### src/rtl/hw_jpeg_enc.sv
// hw_jpeg_enc: RGB->YCbCr front end that buffers one 8x8 block of a
// component and emits it in zigzag order as JPEG amplitude symbols.
module hw_jpeg_enc (
  input  logic         clock,
  input  logic         reset_n,
  input  logic         input_1pix_enable,
  input  logic [7:0]   Red,
  input  logic [7:0]   Green,
  input  logic [7:0]   Blue,
  input  logic [1:0]   chan_sel,
  input  logic         Huffman_start,
  input  logic         output_enable,
  output logic [511:0] pix_data,
  output logic         block_ready,
  output logic         busy,
  output logic         jpeg_valid,
  output logic [15:0]  jpeg_out,
  output logic [3:0]   jpeg_data_bits
);
  localparam logic [5:0] ZZ [64] = '{
    6'd0,  6'd1,  6'd8,  6'd16, 6'd9,  6'd2,  6'd3,  6'd10,
    6'd17, 6'd24, 6'd32, 6'd25, 6'd18, 6'd11, 6'd4,  6'd5,
    6'd12, 6'd19, 6'd26, 6'd33, 6'd40, 6'd48, 6'd41, 6'd34,
    6'd27, 6'd20, 6'd13, 6'd6,  6'd7,  6'd14, 6'd21, 6'd28,
    6'd35, 6'd42, 6'd49, 6'd56, 6'd57, 6'd50, 6'd43, 6'd36,
    6'd29, 6'd22, 6'd15, 6'd23, 6'd30, 6'd37, 6'd44, 6'd51,
    6'd58, 6'd59, 6'd52, 6'd45, 6'd38, 6'd31, 6'd39, 6'd46,
    6'd53, 6'd60, 6'd61, 6'd54, 6'd47, 6'd55, 6'd62, 6'd63
  };
  logic               s1_v_q, s1_v_d;
  logic [1:0]         s1_sel_q, s1_sel_d;
  logic [7:0]         s1_y_q, s1_y_d, s1_cb_q, s1_cb_d, s1_cr_q, s1_cr_d;
  logic [511:0]       pix_q, pix_d;
  logic [5:0]         wr_ptr_q, wr_ptr_d, k_q, k_d;
  logic               block_ready_q, block_ready_d, busy_q, busy_d;
  logic               jv_q, jv_d;
  logic [15:0]        jo_q, jo_d;
  logic [3:0]         jb_q, jb_d;
  logic signed [17:0] r_s, g_s, b_s, y_sum, cb_sum, cr_sum;
  logic [7:0]         wr_val, rd_val;
  logic signed [8:0]  amp_s;
  logic [8:0]         amp_mag;
  logic [3:0]         cat;
  logic [15:0]        amp_ext, amp_out;

  function automatic logic [7:0] sat(input logic signed [17:0] x);
    return x < 18'sd0 ? 8'd0 : x > 18'sd255 ? 8'hFF : x[7:0];
  endfunction

  always_comb begin
    r_s      = $signed({10'b0, Red});
    g_s      = $signed({10'b0, Green});
    b_s      = $signed({10'b0, Blue});
    y_sum    = 18'sd77 * r_s + 18'sd150 * g_s + 18'sd29 * b_s;
    cb_sum   = 18'sd128 * b_s - 18'sd43 * r_s - 18'sd85 * g_s;
    cr_sum   = 18'sd128 * r_s - 18'sd107 * g_s - 18'sd21 * b_s;
    s1_y_d   = sat(y_sum >>> 8);
    s1_cb_d  = sat((cb_sum >>> 8) + 18'sd128);
    s1_cr_d  = sat((cr_sum >>> 8) + 18'sd128);
    s1_v_d   = input_1pix_enable;
    s1_sel_d = chan_sel;
    wr_val   = s1_sel_q == 2'd1 ? s1_cb_q : s1_sel_q == 2'd2 ? s1_cr_q : s1_y_q;
    rd_val   = pix_q[{ZZ[k_q], 3'b0} +: 8];
    amp_s    = $signed({1'b0, rd_val}) - 9'sd128;
    amp_mag  = amp_s[8] ? (~amp_s + 9'd1) : amp_s;
    cat      = 4'd0;
    for (int i = 0; i < 8; i++) if (amp_mag[i]) cat = 4'(i + 1);
    amp_ext  = {{7{amp_s[8]}}, amp_s};
    // negative amplitudes are sent as (s-1) truncated to the category width
    amp_out  = amp_s[8] ? ((amp_ext - 16'd1) & ((16'd1 << cat) - 16'd1)) : amp_ext;
    pix_d         = pix_q;
    wr_ptr_d      = wr_ptr_q;
    k_d           = k_q;
    block_ready_d = block_ready_q;
    busy_d        = busy_q;
    jv_d          = 1'b0;
    jo_d          = jo_q;
    jb_d          = jb_q;
    if (s1_v_q && !block_ready_q && !busy_q) begin
      pix_d[{wr_ptr_q, 3'b0} +: 8] = wr_val;
      wr_ptr_d      = wr_ptr_q + 6'd1;
      block_ready_d = wr_ptr_q == 6'd63;
    end
    if (Huffman_start && block_ready_q && !busy_q) begin
      busy_d = 1'b1;
      k_d    = 6'd0;
    end
    if (busy_q && output_enable) begin
      jv_d = 1'b1;
      jo_d = amp_out;
      jb_d = cat;
      k_d  = k_q + 6'd1;
      if (k_q == 6'd63) begin
        busy_d        = 1'b0;
        block_ready_d = 1'b0;
        wr_ptr_d      = 6'd0;
      end
    end
  end

  always_ff @(posedge clock) begin
    if (!reset_n) begin
      s1_v_q        <= 1'b0;
      s1_sel_q      <= 2'd0;
      s1_y_q        <= 8'd0;
      s1_cb_q       <= 8'd0;
      s1_cr_q       <= 8'd0;
      pix_q         <= '0;
      wr_ptr_q      <= 6'd0;
      k_q           <= 6'd0;
      block_ready_q <= 1'b0;
      busy_q        <= 1'b0;
      jv_q          <= 1'b0;
      jo_q          <= 16'd0;
      jb_q          <= 4'd0;
    end else begin
      s1_v_q        <= s1_v_d;
      s1_sel_q      <= s1_sel_d;
      s1_y_q        <= s1_y_d;
      s1_cb_q       <= s1_cb_d;
      s1_cr_q       <= s1_cr_d;
      pix_q         <= pix_d;
      wr_ptr_q      <= wr_ptr_d;
      k_q           <= k_d;
      block_ready_q <= block_ready_d;
      busy_q        <= busy_d;
      jv_q          <= jv_d;
      jo_q          <= jo_d;
      jb_q          <= jb_d;
    end
  end

  assign pix_data       = pix_q;
  assign block_ready    = block_ready_q;
  assign busy           = busy_q;
  assign jpeg_valid     = jv_q;
  assign jpeg_out       = jo_q;
  assign jpeg_data_bits = jb_q;
endmodule

### config.mk
export PLATFORM = sky130hd
export DESIGN_NAME = hw_jpeg_enc
export DESIGN_NICKNAME = d
export VERILOG_FILES = /design/src/rtl/hw_jpeg_enc.sv
export SDC_FILE = /design/constraint.sdc
export NUM_CORES = 2
export LEC_CHECK = 0
export CORE_UTILIZATION = 30
export DETAILED_ROUTE_END_ITERATION = 12
export GPL_ROUTABILITY_DRIVEN = 1
export HOLD_SLACK_MARGIN = 0.1
export PLACE_DENSITY = 0.6
export RECOVER_POWER = 25
export SYNTH_ARGS = -nofsm -noshare
export SYNTH_HDL_FRONTEND = slang
export SYNTH_SLANG_ARGS = --single-unit
export TNS_END_PERCENT = 1
### constraint.sdc
create_clock -name clock -period 12.5 [get_ports clock]
set_input_delay 3.75 -clock clock [delete_from_list [all_inputs] [get_ports clock]]
set_output_delay 3.75 -clock clock [all_outputs]
set_load 0.02 [all_outputs]
==> report_table.html <==
<table>
<tr><th>Metric</th><th>Value</th></tr>
<tr><th colspan="2">Route</th></tr>
<tr><td>Antenna-violating nets left</td><td>0</td></tr>
<tr><td>Detailed Route WL</td><td>158500 um</td></tr>
<tr><td>First drt pass iteration count</td><td>7</td></tr>
<tr><td>Initial detailed-routing violation count</td><td>3239</td></tr>
<tr><td>Final routed DRC violation total</td><td>0</td></tr>
<tr><td>Via Count</td><td>31880</td></tr>
<tr><td>Routed length per instance</td><td>26.11 um</td></tr>
<tr><td>Post-detailed-route via-to-cell ratio</td><td>5.252</td></tr>
<tr><th colspan="2">Floorplanning</th></tr>
<tr><td>Starting density of the core</td><td>0.3040</td></tr>
<tr><td>Chip Width</td><td>343.3 um</td></tr>
<tr><td>I/O pin count</td><td>566</td></tr>
<tr><td>Standard-cell rows</td><td>124</td></tr>
<tr><td>Die Y-Extent</td><td>343.3 um</td></tr>
<tr><td>Die area</td><td>117900 um2</td></tr>
<tr><td>Std-Cell Core Area</td><td>115000 um2</td></tr>
<tr><th colspan="2">Layout</th></tr>
<tr><td>Layout cells sized above 1</td><td>0.05930</td></tr>
<tr><td>Layout-stage area growth over the synthesis result</td><td>27.05%</td></tr>
<tr><td>Final instance count without filler cells</td><td>6069</td></tr>
<tr><td>Most common cell after layout, fill and taps aside</td><td>sky130_fd_sc_hd__nor2_1</td></tr>
<tr><td>Number of nets in the finished design</td><td>4890</td></tr>
<tr><td>Most frequent cells in the layout</td><td>sky130_fd_sc_hd__nor2_1, sky130_fd_sc_hd__dfxtp_1, sky130_fd_sc_hd__mux2i_1</td></tr>
<tr><td>Fillers</td><td>11630</td></tr>
<tr><td>Core utilization of the finished layout</td><td>0.3862</td></tr>
<tr><th colspan="2">Run</th></tr>
<tr><td>Max-capacitance violation count</td><td>1</td></tr>
<tr><th colspan="2">Synthesis</th></tr>
<tr><td>Share of synthesized area occupied by flip-flops and latches</td><td>0.3276</td></tr>
<tr><td>Top cell type by total area after synthesis</td><td>sky130_fd_sc_hd__dfxtp_1</td></tr>
<tr><td>Combined area of all synthesized cells</td><td>34950 um2</td></tr>
<tr><td>Count of different cell masters after synthesis</td><td>92</td></tr>
<tr><td>Mapped Nets</td><td>4437</td></tr>
<tr><td>Synthesized area per cell</td><td>8.632 um2</td></tr>
<tr><td>Warnings from Yosys</td><td>0</td></tr>
<tr><td>Gate Count Post-Synth</td><td>4049</td></tr>
<tr><td>Most common flop cell mapped by yosys</td><td>sky130_fd_sc_hd__dfxtp_1</td></tr>
<tr><td>Post-synth top area share</td><td>0.3276</td></tr>
<tr><td>Post-synth EDFFs</td><td>0</td></tr>
<tr><td>Largest cells by area after synthesis</td><td>sky130_fd_sc_hd__dfxtp_1, sky130_fd_sc_hd__mux2i_1, sky130_fd_sc_hd__ha_1</td></tr>
<tr><td>Synthesized flop and latch total</td><td>572</td></tr>
<tr><td>Share of flip-flops with an asynchronous set or reset</td><td>0</td></tr>
<tr><th colspan="2">Global route</th></tr>
<tr><td>Maximum number of pins on one net before global-route repair</td><td>238</td></tr>
<tr><td>Global-route usage over all layers</td><td>0.2600</td></tr>
<tr><td>Antenna violations before repair</td><td>8</td></tr>
<tr><td>Number of global-route vias before repair</td><td>30000</td></tr>
<tr><td>Global-route wire length before repair</td><td>222100 um</td></tr>
<tr><td>Total global routing overflow</td><td>0</td></tr>
<tr><th colspan="2">Timing</th></tr>
<tr><td>Post-route setup TNS</td><td>0 ns</td></tr>
<tr><td>Max-slew headroom at the worst pin</td><td>-0.1349</td></tr>
<tr><td>Final setup slack of the worst path</td><td>1.890 ns</td></tr>
<tr><td>Final setup violation count</td><td>0</td></tr>
<tr><td>Final worst clock skew</td><td>0.04583 ns</td></tr>
<tr><td>Min Clock Period, post-route</td><td>10.61 ns</td></tr>
<tr><td>Slew at the pin closest to its max-slew limit</td><td>1.680 ns</td></tr>
<tr><td>RSZ-0062 raised after global routing</td><td>false</td></tr>
<tr><td>Endpoints failing hold</td><td>0</td></tr>
<tr><td>Share of the cycle needed by the critical path after routing</td><td>0.8488</td></tr>
<tr><td>Max Fclk</td><td>0.09425 GHz</td></tr>
<tr><td>Count of final max-slew check failures</td><td>9</td></tr>
<tr><th colspan="2">Power</th></tr>
<tr><td>Peak VDD IR</td><td>0.1535 mV</td></tr>
<tr><td>PwrDens</td><td>159.0 nW/um2</td></tr>
<tr><td>Leak Pwr</td><td>0.01772 uW</td></tr>
<tr><th colspan="2">Clocking</th></tr>
<tr><td>Clock Sink Count</td><td>572</td></tr>
<tr><td>Maximum root-to-sink buffer count</td><td>3</td></tr>
<tr><td>CTS tree</td><td>yes</td></tr>
<tr><td>Clock buffer count from CTS</td><td>71</td></tr>
<tr><td>Number of buffers inserted by post-CTS setup repair</td><td>0</td></tr>
<tr><td>Root buffer selected by CTS</td><td>sky130_fd_sc_hd__clkbuf_16</td></tr>
<tr><td>H-tree Lvls</td><td>3</td></tr>
<tr><td>Skew-Pair Late Insertion Delay</td><td>0.65 ns</td></tr>
<tr><td>Clock slew seen by the registers of the worst setup and hold paths</td><td>0.05 ns</td></tr>
<tr><td>Number of hold buffers added after cts</td><td>0</td></tr>
<tr><td>PostCTS Resize Cnt</td><td>0</td></tr>
<tr><th colspan="2">Setup path</th></tr>
<tr><td>Critical path capture point type</td><td>register</td></tr>
<tr><td>Type of the worst setup path</td><td>in2reg</td></tr>
<tr><td>Kind of start point of the critical path</td><td>input pin</td></tr>
<tr><td>Largest fanout on the critical path</td><td>8</td></tr>
<tr><td>Worst Path Required</td><td>13.03 ns</td></tr>
<tr><td>Data arrival at the endpoint of the critical path</td><td>11.14 ns</td></tr>
<tr><th colspan="2">Place</th></tr>
<tr><td>Port Buffers</td><td>565</td></tr>
<tr><td>Number of instances in the placed design</td><td>5941</td></tr>
<tr><td>Pre-CTS setup slack</td><td>1.193 ns</td></tr>
<tr><td>Final weighted congestion in routability-driven placement</td><td>0.9477</td></tr>
<tr><td>HPWL after DPL</td><td>117400 um</td></tr>
<tr><th colspan="2">Run status</th></tr>
<tr><td>Status</td><td>complete, but fails checks</td></tr>
<tr><td>Failing checks</td><td>max-capacitance violations, max-slew violations</td></tr>
<tr><th colspan="2">Min path</th></tr>
<tr><td>Worst min-delay path category</td><td>reg2reg</td></tr>
</table>
## state kept, by name, summed over array words and instances (netlist names)
name	count
s1_v_q	1
k_q	6
jpeg_data_bits	4
wr_ptr_q	6
s1_cr_q	8
jpeg_out	14
jpeg_valid	1
busy	1
s1_sel_q	2
block_ready	1
s1_cb_q	8
pix_data	512
s1_y_q	8
## critical path, cell delays in order
cell                              delay [ns]
sky130_fd_sc_hd__clkdlybuf4s50_1        0.74
sky130_fd_sc_hd__ha_1                   0.36
sky130_fd_sc_hd__ha_1                   0.29
sky130_fd_sc_hd__inv_1                  0.05
sky130_fd_sc_hd__fa_1                   0.51
sky130_fd_sc_hd__fa_1                   0.51
sky130_fd_sc_hd__inv_1                  0.04
sky130_fd_sc_hd__ha_1                   0.32
sky130_fd_sc_hd__xnor2_1                0.29
sky130_fd_sc_hd__fa_1                   0.49
sky130_fd_sc_hd__fa_1                   0.51
sky130_fd_sc_hd__inv_1                  0.05
sky130_fd_sc_hd__fa_1                   0.46
sky130_fd_sc_hd__fa_1                   0.55
sky130_fd_sc_hd__inv_1                  0.04
sky130_fd_sc_hd__ha_1                   0.31
sky130_fd_sc_hd__a21oi_1                0.21
sky130_fd_sc_hd__o21bai_1               0.14
sky130_fd_sc_hd__a2111o_1               0.44
sky130_fd_sc_hd__a31oi_1                0.26
sky130_fd_sc_hd__nor2b_1                0.09
sky130_fd_sc_hd__o211ai_1               0.43
sky130_fd_sc_hd__nand2_1                0.09
sky130_fd_sc_hd__a21o_1                 0.17
## synth_stat cells, drive strengths merged, types with 10 or more instances
cell type / n
nand2: 294
a21o: 42
and2: 18
ha: 253
a211oi: 52
mux2i: 510
nand4: 12
xor2: 31
fa: 104
o21a: 16
a21oi: 248
or2: 10
o211ai: 16
inv: 284
mux4: 13
mux2: 10
nor2: 788
nand2b: 27
nand3: 130
nor4: 11
clkbuf: 171
and3: 24
nor2b: 20
or3: 14
o21ai: 55
o21bai: 20
dfxtp: 572
buf: 78
a31oi: 12
nor3: 35
xnor2: 55
## logic make-up after synthesis
| group | after synthesis | share of synthesized area |
|---|---|---|
| flops | 572 | 0.3276 |
| buf+inv | 536 | 0.06734 |
| xor+xnor | 86 | 0.02155 |
| mux | 533 | 0.1577 |
| compound gates | 566 | 0.1055 |
| simple gates | 1399 | 0.1701 |
| fa+ha+maj | 357 | 0.1501 |
## final timing paths
kind / from / endpoint / slack, ns / depth (start not counted)
min: jpeg_data_bits[0]$_SDFFE_PN0P_ / jpeg_data_bits[0]$_SDFFE_PN0P_ / 0.45 / 2
max reg2reg: k_q[0]$_SDFFE_PN0P_ / jpeg_out[2]$_SDFFE_PN0P_ / 3.70 / 25
min reg2reg: jpeg_data_bits[0]$_SDFFE_PN0P_ / jpeg_data_bits[0]$_SDFFE_PN0P_ / 0.45 / 2
max: Green[6] / s1_y_q[4]$_SDFF_PN0_ / 1.89 / 24
## through the flow
step                hold slack [ns]  power, uW  instance area [um2]
floorplan                    0.5041       4069                34950
global placement             0.4453       4837                41970
detailed placement           0.4454       4901                41970
CTS                          0.4583       7105                44400
global route                 0.4799       7532                44390
finish                       0.4541       7061                44400
## power by group
part / total (uW) / internal, uW / leakage (uW) / switching (uW)
sequential: 1900 / 1880 / 0.00461 / 23.9
combinational: 2970 / 1180 / 0.0119 / 1780
clock: 2190 / 1300 / 0.00118 / 895
## final cells by class
class                   count  area (um2)  area share
diodes                      4       10.01   0.0002254
flip-flops and latches    572       11450      0.2579
multi-input cells        2941       21360      0.4811
inverters                 287        1085     0.02443
clock inverters            23       380.4    0.008566
repair buffers            629        6170      0.1389
well taps                1512        1892     0.04261
clock buffers             101        2052     0.04621
## metal layers
layer	part of all wire	GRT usage	wire length (um)	vias to the layer above
li1	-	-	-	14600
met3	0.089	0.06145	14030	268
met4	0.044	0.1049	6974	2
met1	0.43	0.3495	68330	15530
met5	0.000082	0	13	-
met2	0.44	0.3990	69140	1483
Power figures use the tool's default switching activity.
